<file path="config.mk">
export PLATFORM = sky130hd
export DESIGN_NAME = voter_ballot_collector_flat
export DESIGN_NICKNAME = d
export VERILOG_FILES = /design/src/rtl/voter_ballot_collector_if.sv /design/src/rtl/voter_ballot_collector.sv /design/src/flat_wrapper.sv
export SDC_FILE = /design/constraint.sdc
export NUM_CORES = 1
export LEC_CHECK = 0
export CAP_MARGIN = 20
export CORE_MARGIN = 4
export CORE_UTILIZATION = 35
export CTS_BUF_LIST = sky130_fd_sc_hd__clkbuf_4
export CTS_CLUSTER_DIAMETER = 60
export DETAILED_ROUTE_END_ITERATION = 6
export PLACE_DENSITY_LB_ADDON = 0.12
export SYNTH_ARGS = -nofsm -noshare
export SYNTH_HDL_FRONTEND = slang
export SYNTH_SLANG_ARGS = --single-unit
</file>
<file path="constraint.sdc">
create_clock -name clk -period 3.25 [get_ports clk]
set_clock_uncertainty 0.15 [all_clocks]
set_input_delay 0.325 -clock clk [delete_from_list [all_inputs] [get_ports clk]]
set_output_delay 0.325 -clock clk [all_outputs]
set_load 0.05 [all_outputs]
</file>
<file path="src/rtl/voter_ballot_collector_if.sv">
// voter_ballot_collector_if: vote strobes in, ballot/verdict out under a valid/ack handshake
interface voter_ballot_collector_if;
    logic       start;
    logic [3:0] vote_valid;
    logic [3:0] vote_yes;
    logic [3:0] ballot;
    logic [3:0] voted;
    logic [3:1] result;
    logic       ballot_valid;
    logic       ballot_ack;
    logic       timed_out;
    logic       busy;
    modport master (
        output start, vote_valid, vote_yes, ballot_ack,
        input  ballot, voted, result, ballot_valid, timed_out, busy
    );
    modport slave (
        input  start, vote_valid, vote_yes, ballot_ack,
        output ballot, voted, result, ballot_valid, timed_out, busy
    );
endinterface

</file>
<file path="src/rtl/voter_ballot_collector.sv">
// voter_ballot_collector: gathers one vote per voter per session, closes on all-voted or timeout
module voter_ballot_collector #(
    parameter int TIMEOUT_CYCLES = 1000,
    parameter int CNT_W          = 10
) (
    input logic                     clk,
    input logic                     rst,
    voter_ballot_collector_if.slave bus
);
    localparam logic [1:0] S_IDLE    = 2'd0;
    localparam logic [1:0] S_COLLECT = 2'd1;
    localparam logic [1:0] S_PRESENT = 2'd2;
    logic [1:0]       r_state;
    logic [CNT_W-1:0] r_cnt;
    logic [3:0]       r_ballot, r_voted;
    logic [3:1]       r_result;
    logic             r_timed_out;
    logic [3:0]       w_accept, w_ballot, w_voted;
    logic [2:0]       w_n;
    logic [3:1]       w_result;
    logic             w_done, w_tmo;
    // only first vote per voter is taken; later strobes on a voted bit are masked
    assign w_accept = bus.vote_valid & ~r_voted;
    assign w_voted  = r_voted | bus.vote_valid;
    assign w_ballot = (r_ballot & ~w_accept) | (bus.vote_yes & w_accept);
    assign w_done   = &w_voted;
    assign w_tmo    = r_cnt == CNT_W'(TIMEOUT_CYCLES - 1);
    assign w_n      = 3'(w_ballot[0]) + 3'(w_ballot[1]) + 3'(w_ballot[2]) + 3'(w_ballot[3]);
    assign w_result = (w_n <= 3'd1) ? 3'b100 : (w_n == 3'd2) ? 3'b010 : 3'b001;
    always_ff @(posedge clk or posedge rst) begin
        if (rst) begin
            r_state     <= S_IDLE;
            r_cnt       <= '0;
            r_ballot    <= '0;
            r_voted     <= '0;
            r_result    <= '0;
            r_timed_out <= 1'b0;
        end else if (r_state == S_IDLE) begin
            if (bus.start) begin
                r_state     <= S_COLLECT;
                r_cnt       <= '0;
                r_ballot    <= '0;
                r_voted     <= '0;
                r_timed_out <= 1'b0;
            end
        end else if (r_state == S_COLLECT) begin
            r_ballot <= w_ballot;
            r_voted  <= w_voted;
            r_cnt    <= r_cnt + CNT_W'(1);
            // completion takes priority over a coincident timeout
            if (w_done || w_tmo) begin
                r_state     <= S_PRESENT;
                r_result    <= w_result;
                r_timed_out <= ~w_done;
            end
        end else if (bus.ballot_ack) begin
            r_state <= S_IDLE;
        end
    end
    assign bus.ballot       = r_ballot;
    assign bus.voted        = r_voted;
    assign bus.result       = r_result;
    assign bus.timed_out    = r_timed_out;
    assign bus.ballot_valid = r_state == S_PRESENT;
    assign bus.busy         = r_state != S_IDLE;
endmodule

</file>
<file path="src/flat_wrapper.sv">
// flat-port wrapper written by rule: the top's interface ports become plain ports
module voter_ballot_collector_flat 
#(
    parameter int TIMEOUT_CYCLES = 1000,
    parameter int CNT_W          = 10
)
  (clk, rst, bus_start, bus_vote_valid, bus_vote_yes, bus_ballot_ack, bus_ballot, bus_voted, bus_result, bus_ballot_valid, bus_timed_out, bus_busy);
  voter_ballot_collector_if bus_i ();
  input logic clk;
  input logic rst;
  input wire logic [$bits(bus_i.start)-1:0] bus_start;
  input wire logic [$bits(bus_i.vote_valid)-1:0] bus_vote_valid;
  input wire logic [$bits(bus_i.vote_yes)-1:0] bus_vote_yes;
  input wire logic [$bits(bus_i.ballot_ack)-1:0] bus_ballot_ack;
  output wire logic [$bits(bus_i.ballot)-1:0] bus_ballot;
  output wire logic [$bits(bus_i.voted)-1:0] bus_voted;
  output wire logic [$bits(bus_i.result)-1:0] bus_result;
  output wire logic [$bits(bus_i.ballot_valid)-1:0] bus_ballot_valid;
  output wire logic [$bits(bus_i.timed_out)-1:0] bus_timed_out;
  output wire logic [$bits(bus_i.busy)-1:0] bus_busy;
  assign bus_i.start = bus_start;
  assign bus_i.vote_valid = bus_vote_valid;
  assign bus_i.vote_yes = bus_vote_yes;
  assign bus_i.ballot_ack = bus_ballot_ack;
  assign bus_ballot = bus_i.ballot;
  assign bus_voted = bus_i.voted;
  assign bus_result = bus_i.result;
  assign bus_ballot_valid = bus_i.ballot_valid;
  assign bus_timed_out = bus_i.timed_out;
  assign bus_busy = bus_i.busy;
  voter_ballot_collector #(.TIMEOUT_CYCLES(TIMEOUT_CYCLES), .CNT_W(CNT_W)) u_core (.clk(clk), .rst(rst), .bus(bus_i));
endmodule
</file>
==> results.json, run 1 <==
{
  "internal_power_mw": 0.839,
  "postCtsSetupBuffers": 0,
  "power.share.switching_pct": 47.4,
  "viasPerCell": 5.19,
  "synth_cell_type_count": 37,
  "wl_per_cell_um": 13.8,
  "clk_path_buf_depth": 2,
  "grt_busiest_layer": "met2",
  "track_usage_pct": 13.3,
  "clockPowerShare_pct": 8.0,
  "drive_above_1_share_pct": 11.0,
  "cts_root_buffer": "clkbuf_4",
  "route.vias.total": 1043,
  "irDropWorstVdd_uv": 561,
  "arrival_ns": 2.97,
  "cts_sinks": 24,
  "finalCritPeriodShare_pct": 89.6,
  "ant_nets": 0,
  "dpl.hpwl_um": 2060,
  "cts_buffers": 3,
  "pre_cts_ws_ns": -0.00684,
  "crit_slowest_cell": "clkdlybuf4s50_1",
  "ctsHoldBuffers": 0,
  "grt_start_max_net_pins": 25,
  "power.share.sequential_pct": 30.0,
  "start_kind": "input pin",
  "cp_num_buf_inv": 2,
  "synthCells": 125,
  "hold_viol": 0,
  "use_met3_pct": 4.43,
  "synthesis.nets": 143,
  "die-area_sq_mm": 0.00468,
  "setup_ws_ns": 0.338,
  "antenna_found_initial": 0,
  "cts_resized": 0,
  "synth-edff-count": 0,
  "cp-end-kind": "flop",
  "maxSlewHeadroom_pct": 39.1,
  "setup_viol": 0,
  "max_cap_violations": 0,
  "p_switching_mw": 0.756,
  "tns_ns": 0,
  "grt_pass1_wl_um": 4640,
  "start_util_pct": 37.2,
  "insertion_delay_ns": 0.31,
  "crit_path_max_fanout": 2,
  "path_class": "input pin to flop",
  "drc": 0,
  "drt_iter0_markers": 12,
  "seq_area_frac_synth_pct": 47.0,
  "n_fill_cell": 338,
  "met1_usage_pct": 17.4,
  "path_clk_slew_ns": 0.12,
  "core_area_sq_mm": 0.00344,
  "syn-cell-area_sq_mm": 0.00128,
  "drv_slew": 0,
  "fmax_ghz": 0.343,
  "wirelength_um": 2780,
  "grt_use_met2_pct": 21.1,
  "required_ns": 3.31,
  "finalCoreUtilization_pct": 47.4,
  "combinationalPowerShare_pct": 61.9,
  "globalplace.congestion": 0.750,
  "leakagePower_nw": 0.708,
  "synthToLayoutAreaGrowth_pct": 27.7,
  "timing.critical_path.slowest_cell_delay_ns": 0.49,
  "io_buffer_count": 25,
  "hold_class": "input pin to async pin",
  "grt_pass1_vias": 1041,
  "power_density_mw_per_mm2": 977,
  "worstMarginPinSlew_ns": 0.913,
  "crit_family": "adder cells",
  "tritoncts": "yes",
  "num_rows": 21,
  "rsz0062_at_grt": "no",
  "path_common_cell": "ha_1",
  "path_cells": "clkdlybuf4s50_1 -> nor2b_1 -> mux2_2 -> ha_1 -> inv_1 -> fa_1 -> ha_1 -> nor3_1 -> a21o_1 -> nor2_1 -> mux2_4",
  "cts_htree_levels": 1,
  "dr.pass1.iters": 4,
  "die_h_um": 68.4,
  "finalWorstPathRequiredPeriod_ns": 2.91,
  "ios": 26,
  "ys_seq_elements": 24,
  "synthArstFlopShare_pct": 100,
  "status": "completed",
  "diodes": 0,
  "fin_nets": 175,
  "synth_area_per_cell_sq_um": 10.2,
  "synth_ff_type": "dfrtp_1",
  "ys_warn_count": 0,
  "grt-ovfl-total": 0,
  "die_w_um": 68.4
}
[power by group through the flow]
stage          registers, mW  clock network [mW]  logic, mW
6_report               0.479               0.128      0.988
5_1_grt                0.497               0.148       1.08
4_1_cts                0.480               0.137       1.00
3_5_place_dp           0.485                   0      0.993
3_3_place_gp           0.479                   0      0.982
2_1_floorplan          0.676                   0      0.510
[cell families after synthesis]
family / after synthesis / synth area share [%]
flops: 24 / 47.0
simple gates: 42 / 16.9
mux: 7 / 6.85
fa+ha+maj: 6 / 6.46
compound gates: 37 / 20.0
buf+inv: 9 / 2.84
[cell type report]
class	count	area (sq um)	area share, %
multi-input cells	92	642	39.3
flip-flops and latches	24	601	36.8
repair buffers	30	288	17.6
well taps	46	57.6	3.52
clock buffers	3	22.5	1.38
inverters	6	22.5	1.38
[Yosys cell counts (2+ instances only)]
cell / number / area (sq um)
inv_1: 6 / 22.5
nor2b_1: 5 / 31.3
mux2i_1: 2 / 20.0
a22o_1: 7 / 61.3
nand3_1: 2 / 10.0
buf_2: 2 / 10.0
and3_1: 2 / 12.5
nand2_1: 14 / 52.6
nor3_1: 2 / 10.0
ha_1: 5 / 62.6
mux2_2: 2 / 22.5
o31ai_1: 2 / 15.0
o21ai_0: 12 / 60.1
o22ai_1: 2 / 12.5
mux2_4: 3 / 45.0
dfrtp_1: 24 / 601
nand2b_1: 4 / 25.0
o41ai_1: 3 / 26.3
a31oi_1: 2 / 12.5
nor2_1: 7 / 26.3
[worst paths after layout]
path	startpoint	slack, ns	depth (start not counted)	to
worst max register to register	u_core.bus.voted[0]$_DFFE_PP0P_	0.42	10	u_core.bus.result[1]$_DFFE_PP0P_
worst min register to register	u_core.r_cnt[9]$_DFFE_PP0P_	0.36	1	u_core.r_cnt[9]$_DFFE_PP0P_
worst min-delay path	rst	0.35	2	u_core.r_cnt[3]$_DFFE_PP0P_
min in group clk	u_core.r_cnt[9]$_DFFE_PP0P_	0.36	1	u_core.r_cnt[9]$_DFFE_PP0P_
max in group asynchronous	rst	2.05	2	u_core.bus.timed_out$_DFFE_PP0P_
worst max-delay path	bus_vote_valid[1]	0.34	11	u_core.bus.result[1]$_DFFE_PP0P_
[through the flow]
step / power (mW) / hold WS, ns / instance area (sq um) / instances
after global routing: 1.73 / 0.385 / 1630 / 201
after floorplan: 1.19 / 0.190 / 1280 / 125
final: 1.60 / 0.347 / 1630 / 201
after CTS: 1.62 / 0.353 / 1630 / 201
after detailed placement: 1.48 / 0.332 / 1610 / 198
after global placement: 1.46 / 0.328 / 1610 / 198
[placed cells by master (no fill, tap or decap), types with 3 or more instances in the layout]
master,Yosys,final
inv_1,6,6
nor2_1,7,7
nor2b_1,5,5
mux2_4,3,3
clkdlybuf4s50_1,0,25
a22o_1,7,7
nand2b_1,4,4
o41ai_1,3,3
o21ai_0,12,12
ha_1,5,5
dfrtp_1,24,24
clkbuf_4,0,3
buf_4,0,5
nand2_1,14,14
[routing by layer]
| layer | vias to the layer above | share of wire (%) |
|---|---|---|
| li1 | 513 | - |
| met1 | 503 | 50 |
| met2 | 25 | 44 |
| met3 | 2 | 5.4 |
| met4 | 0 | 0.61 |
| met5 | - | 0 |
[state kept, by name, summed over array words and instances, names as in the netlist]
| register | cells |
|---|---|
| u_core.r_cnt | 10 |
| u_core.bus.ballot | 4 |
| u_core.bus.voted | 4 |
| u_core.bus.result | 3 |
| u_core.r_state | 2 |
| u_core.bus.timed_out | 1 |
[worst register-to-register path, stage by stage, from the launching register on]
cell and delay [ns]:
dfrtp_1 0.43, nor2b_1 0.14, mux2_2 0.36, ha_1 0.28, inv_1 0.05, fa_1 0.41, ha_1 0.30, nor3_1 0.20
a21o_1 0.13, nor2_1 0.05, mux2_4 0.25
(Power assumes the default switching activity.)
==> inputs of run 2 (changes only) <==
--- a/config.mk
+++ b/config.mk
@@ -15,3 +15,4 @@
 export SYNTH_ARGS = -nofsm -noshare
 export SYNTH_HDL_FRONTEND = slang
 export SYNTH_SLANG_ARGS = --single-unit
+export TNS_END_PERCENT = 1
==> results of run 2 <==
The final DEF is identical to that of run 1; final timing and power are the same.
==> inputs of run 3 (changes only) <==
--- a/config.mk
+++ b/config.mk
@@ -7,7 +7,7 @@
 export LEC_CHECK = 0
 export CAP_MARGIN = 20
 export CORE_MARGIN = 4
-export CORE_UTILIZATION = 35
+export CORE_UTILIZATION = 25
 export CTS_BUF_LIST = sky130_fd_sc_hd__clkbuf_4
 export CTS_CLUSTER_DIAMETER = 60
 export DETAILED_ROUTE_END_ITERATION = 6
==> run 3 against run 2 <==
  * Register-to-register slack worse by 0.05 ns
  * First-iteration DRC count grew to 3.2 times the previous value
  * Clock-buffer cell count stayed put
  * Utilization is 13 points lower
  * Sequential cell count stayed put
  * Critical path depth stayed put
  * Combinational power hardly changed
  * Design area is 2.5% higher
  * Via count hardly changed
  * Global-route usage is 3.1 points lower
  * Die area is 35% higher
  * Largest power group unchanged
==> results.json, run 3 (synthesis gave the netlist of run 1 again) <==
{
  "status": "completed",
  "finalCritPeriodShare_pct": 90.7,
  "die_h_um": 79.5,
  "final_common_cell": "clkdlybuf4s50_1",
  "fin_nets": 176,
  "path_class": "input pin to flop",
  "leakagePower_nw": 0.715,
  "power_density_mw_per_mm2": 968,
  "start_kind": "input pin",
  "dpl.hpwl_um": 2280,
  "globalplace.congestion": 0.738,
  "track_usage_pct": 10.2,
  "multi_input_area_sq_um": 642,
  "finalCoreUtilization_pct": 34.5,
  "timing.critical_path.slowest_cell_delay_ns": 0.49,
  "die-area_sq_mm": 0.00632,
  "die_w_um": 79.5,
  "grt_pass1_wl_um": 5130,
  "worstMarginPinSlew_ns": 0.633,
  "ant_nets": 0,
  "postCtsSetupBuffers": 0,
  "cts_sinks": 24,
  "cts_htree_levels": 1,
  "drv_slew": 0,
  "grt-ovfl-total": 0,
  "wirelength_um": 3050,
  "fmax_ghz": 0.339,
  "num_rows": 25,
  "crit_family": "adder cells",
  "wl_per_cell_um": 13.7,
  "core_area_sq_mm": 0.00485,
  "route.vias.total": 1044,
  "cts_buffers": 3,
  "layout.area.seq_sq_um": 601,
  "io_buffer_count": 25,
  "cp-end-kind": "flop",
  "fin_area_sq_mm": 0.00167,
  "path_common_cell": "ha_1",
  "grt_start_max_net_pins": 25,
  "place_area_sq_mm": 0.00164,
  "dr.pass1.iters": 4,
  "crit_slowest_cell": "clkdlybuf4s50_1",
  "irDropWorstVdd_uv": 373,
  "cts_resized": 0,
  "setup_viol": 0,
  "r2r_cells": 10,
  "drc": 0,
  "hold_class": "input pin to async pin",
  "drt_iter0_markers": 38,
  "required_ns": 3.31,
  "arrival_ns": 3.01,
  "rsz0062_at_grt": "no",
  "worst-path-stages": 11,
  "drive_above_1_share_pct": 11.5,
  "start_util_pct": 26.4,
  "pre_cts_ws_ns": -0.0449,
  "path_cells": "clkdlybuf4s50_1 -> nor2b_1 -> mux2_2 -> ha_1 -> inv_1 -> fa_1 -> ha_1 -> nor3_1 -> a21o_1 -> nor2_1 -> mux2_4",
  "n_fill_cell": 502,
  "maxSlewHeadroom_pct": 57.7,
  "ios": 26,
  "ctsHoldBuffers": 0,
  "cts_root_buffer": "clkbuf_4",
  "regMostFlops": "u_core.r_cnt",
  "final_cell_mix": "clkdlybuf4s50_1 (25), dfrtp_1 (24), nand2_1 (14)",
  "path_clk_slew_ns": 0.13,
  "max_cap_violations": 0,
  "diodes": 0,
  "cp_num_buf_inv": 2,
  "finalWorstPathRequiredPeriod_ns": 2.95,
  "insertion_delay_ns": 0.31,
  "setup_ws_ns": 0.304,
  "tritoncts": "yes",
  "whs_ns": 0.169,
  "largest_register_ffs": 10,
  "crit_path_max_fanout": 2,
  "grt_pass1_vias": 1064,
  "clk_path_buf_depth": 2,
  "total_power_mw": 1.62,
  "synthToLayoutAreaGrowth_pct": 30.9,
  "antenna_found_initial": 0,
  "viasPerCell": 4.68,
  "hold_viol": 0
}
run 3: routing by layer:
layer  vias up  routed length, um  global-route usage, %
met5         -                  0                      0
met4         0                 14                   3.09
met3         2                113                   2.03
met2        18               1410                   16.1
met1       508               1510                   14.0
li1        516                  -                      -
run 3: where the power goes:
part	internal (mW)	leakage (nW)	total [mW]	switching, mW
sequential	0.392	0.309	0.475	0.0838
combinational	0.409	0.392	1.01	0.602
clock	0.0433	0.0138	0.135	0.0915
run 3: area by class of cell:
type	instances	share of cell area [%]
Multi-Input combinational cell	92	38.3
Timing Repair Buffer	31	18.1
Clock buffer	3	1.35
Inverter	6	1.35
Sequential cell	24	35.9
Tap cell	67	5.01
run 3: through the flow:
stage / setup TNS (ns) / instances
floorplan: 0 / 125
global placement: 0 / 219
detailed placement: -0.0449 / 219
CTS: 0 / 222
global route: 0 / 223
finish: 0 / 223
run 3: worst paths after layout:
kind / startpoint / end / slack, ns
min: rst / u_core.bus.result[2]$_DFFE_PP0P_ / 0.17
max reg2reg: u_core.bus.voted[0]$_DFFE_PP0P_ / u_core.bus.result[1]$_DFFE_PP0P_ / 0.37
min in group clk: u_core.r_cnt[9]$_DFFE_PP0P_ / u_core.r_cnt[9]$_DFFE_PP0P_ / 0.36
max: bus_vote_valid[1] / u_core.bus.result[1]$_DFFE_PP0P_ / 0.30
min reg2reg: u_core.r_cnt[9]$_DFFE_PP0P_ / u_core.r_cnt[9]$_DFFE_PP0P_ / 0.36
max in group asynchronous: rst / u_core.r_cnt[8]$_DFFE_PP0P_ / 2.32
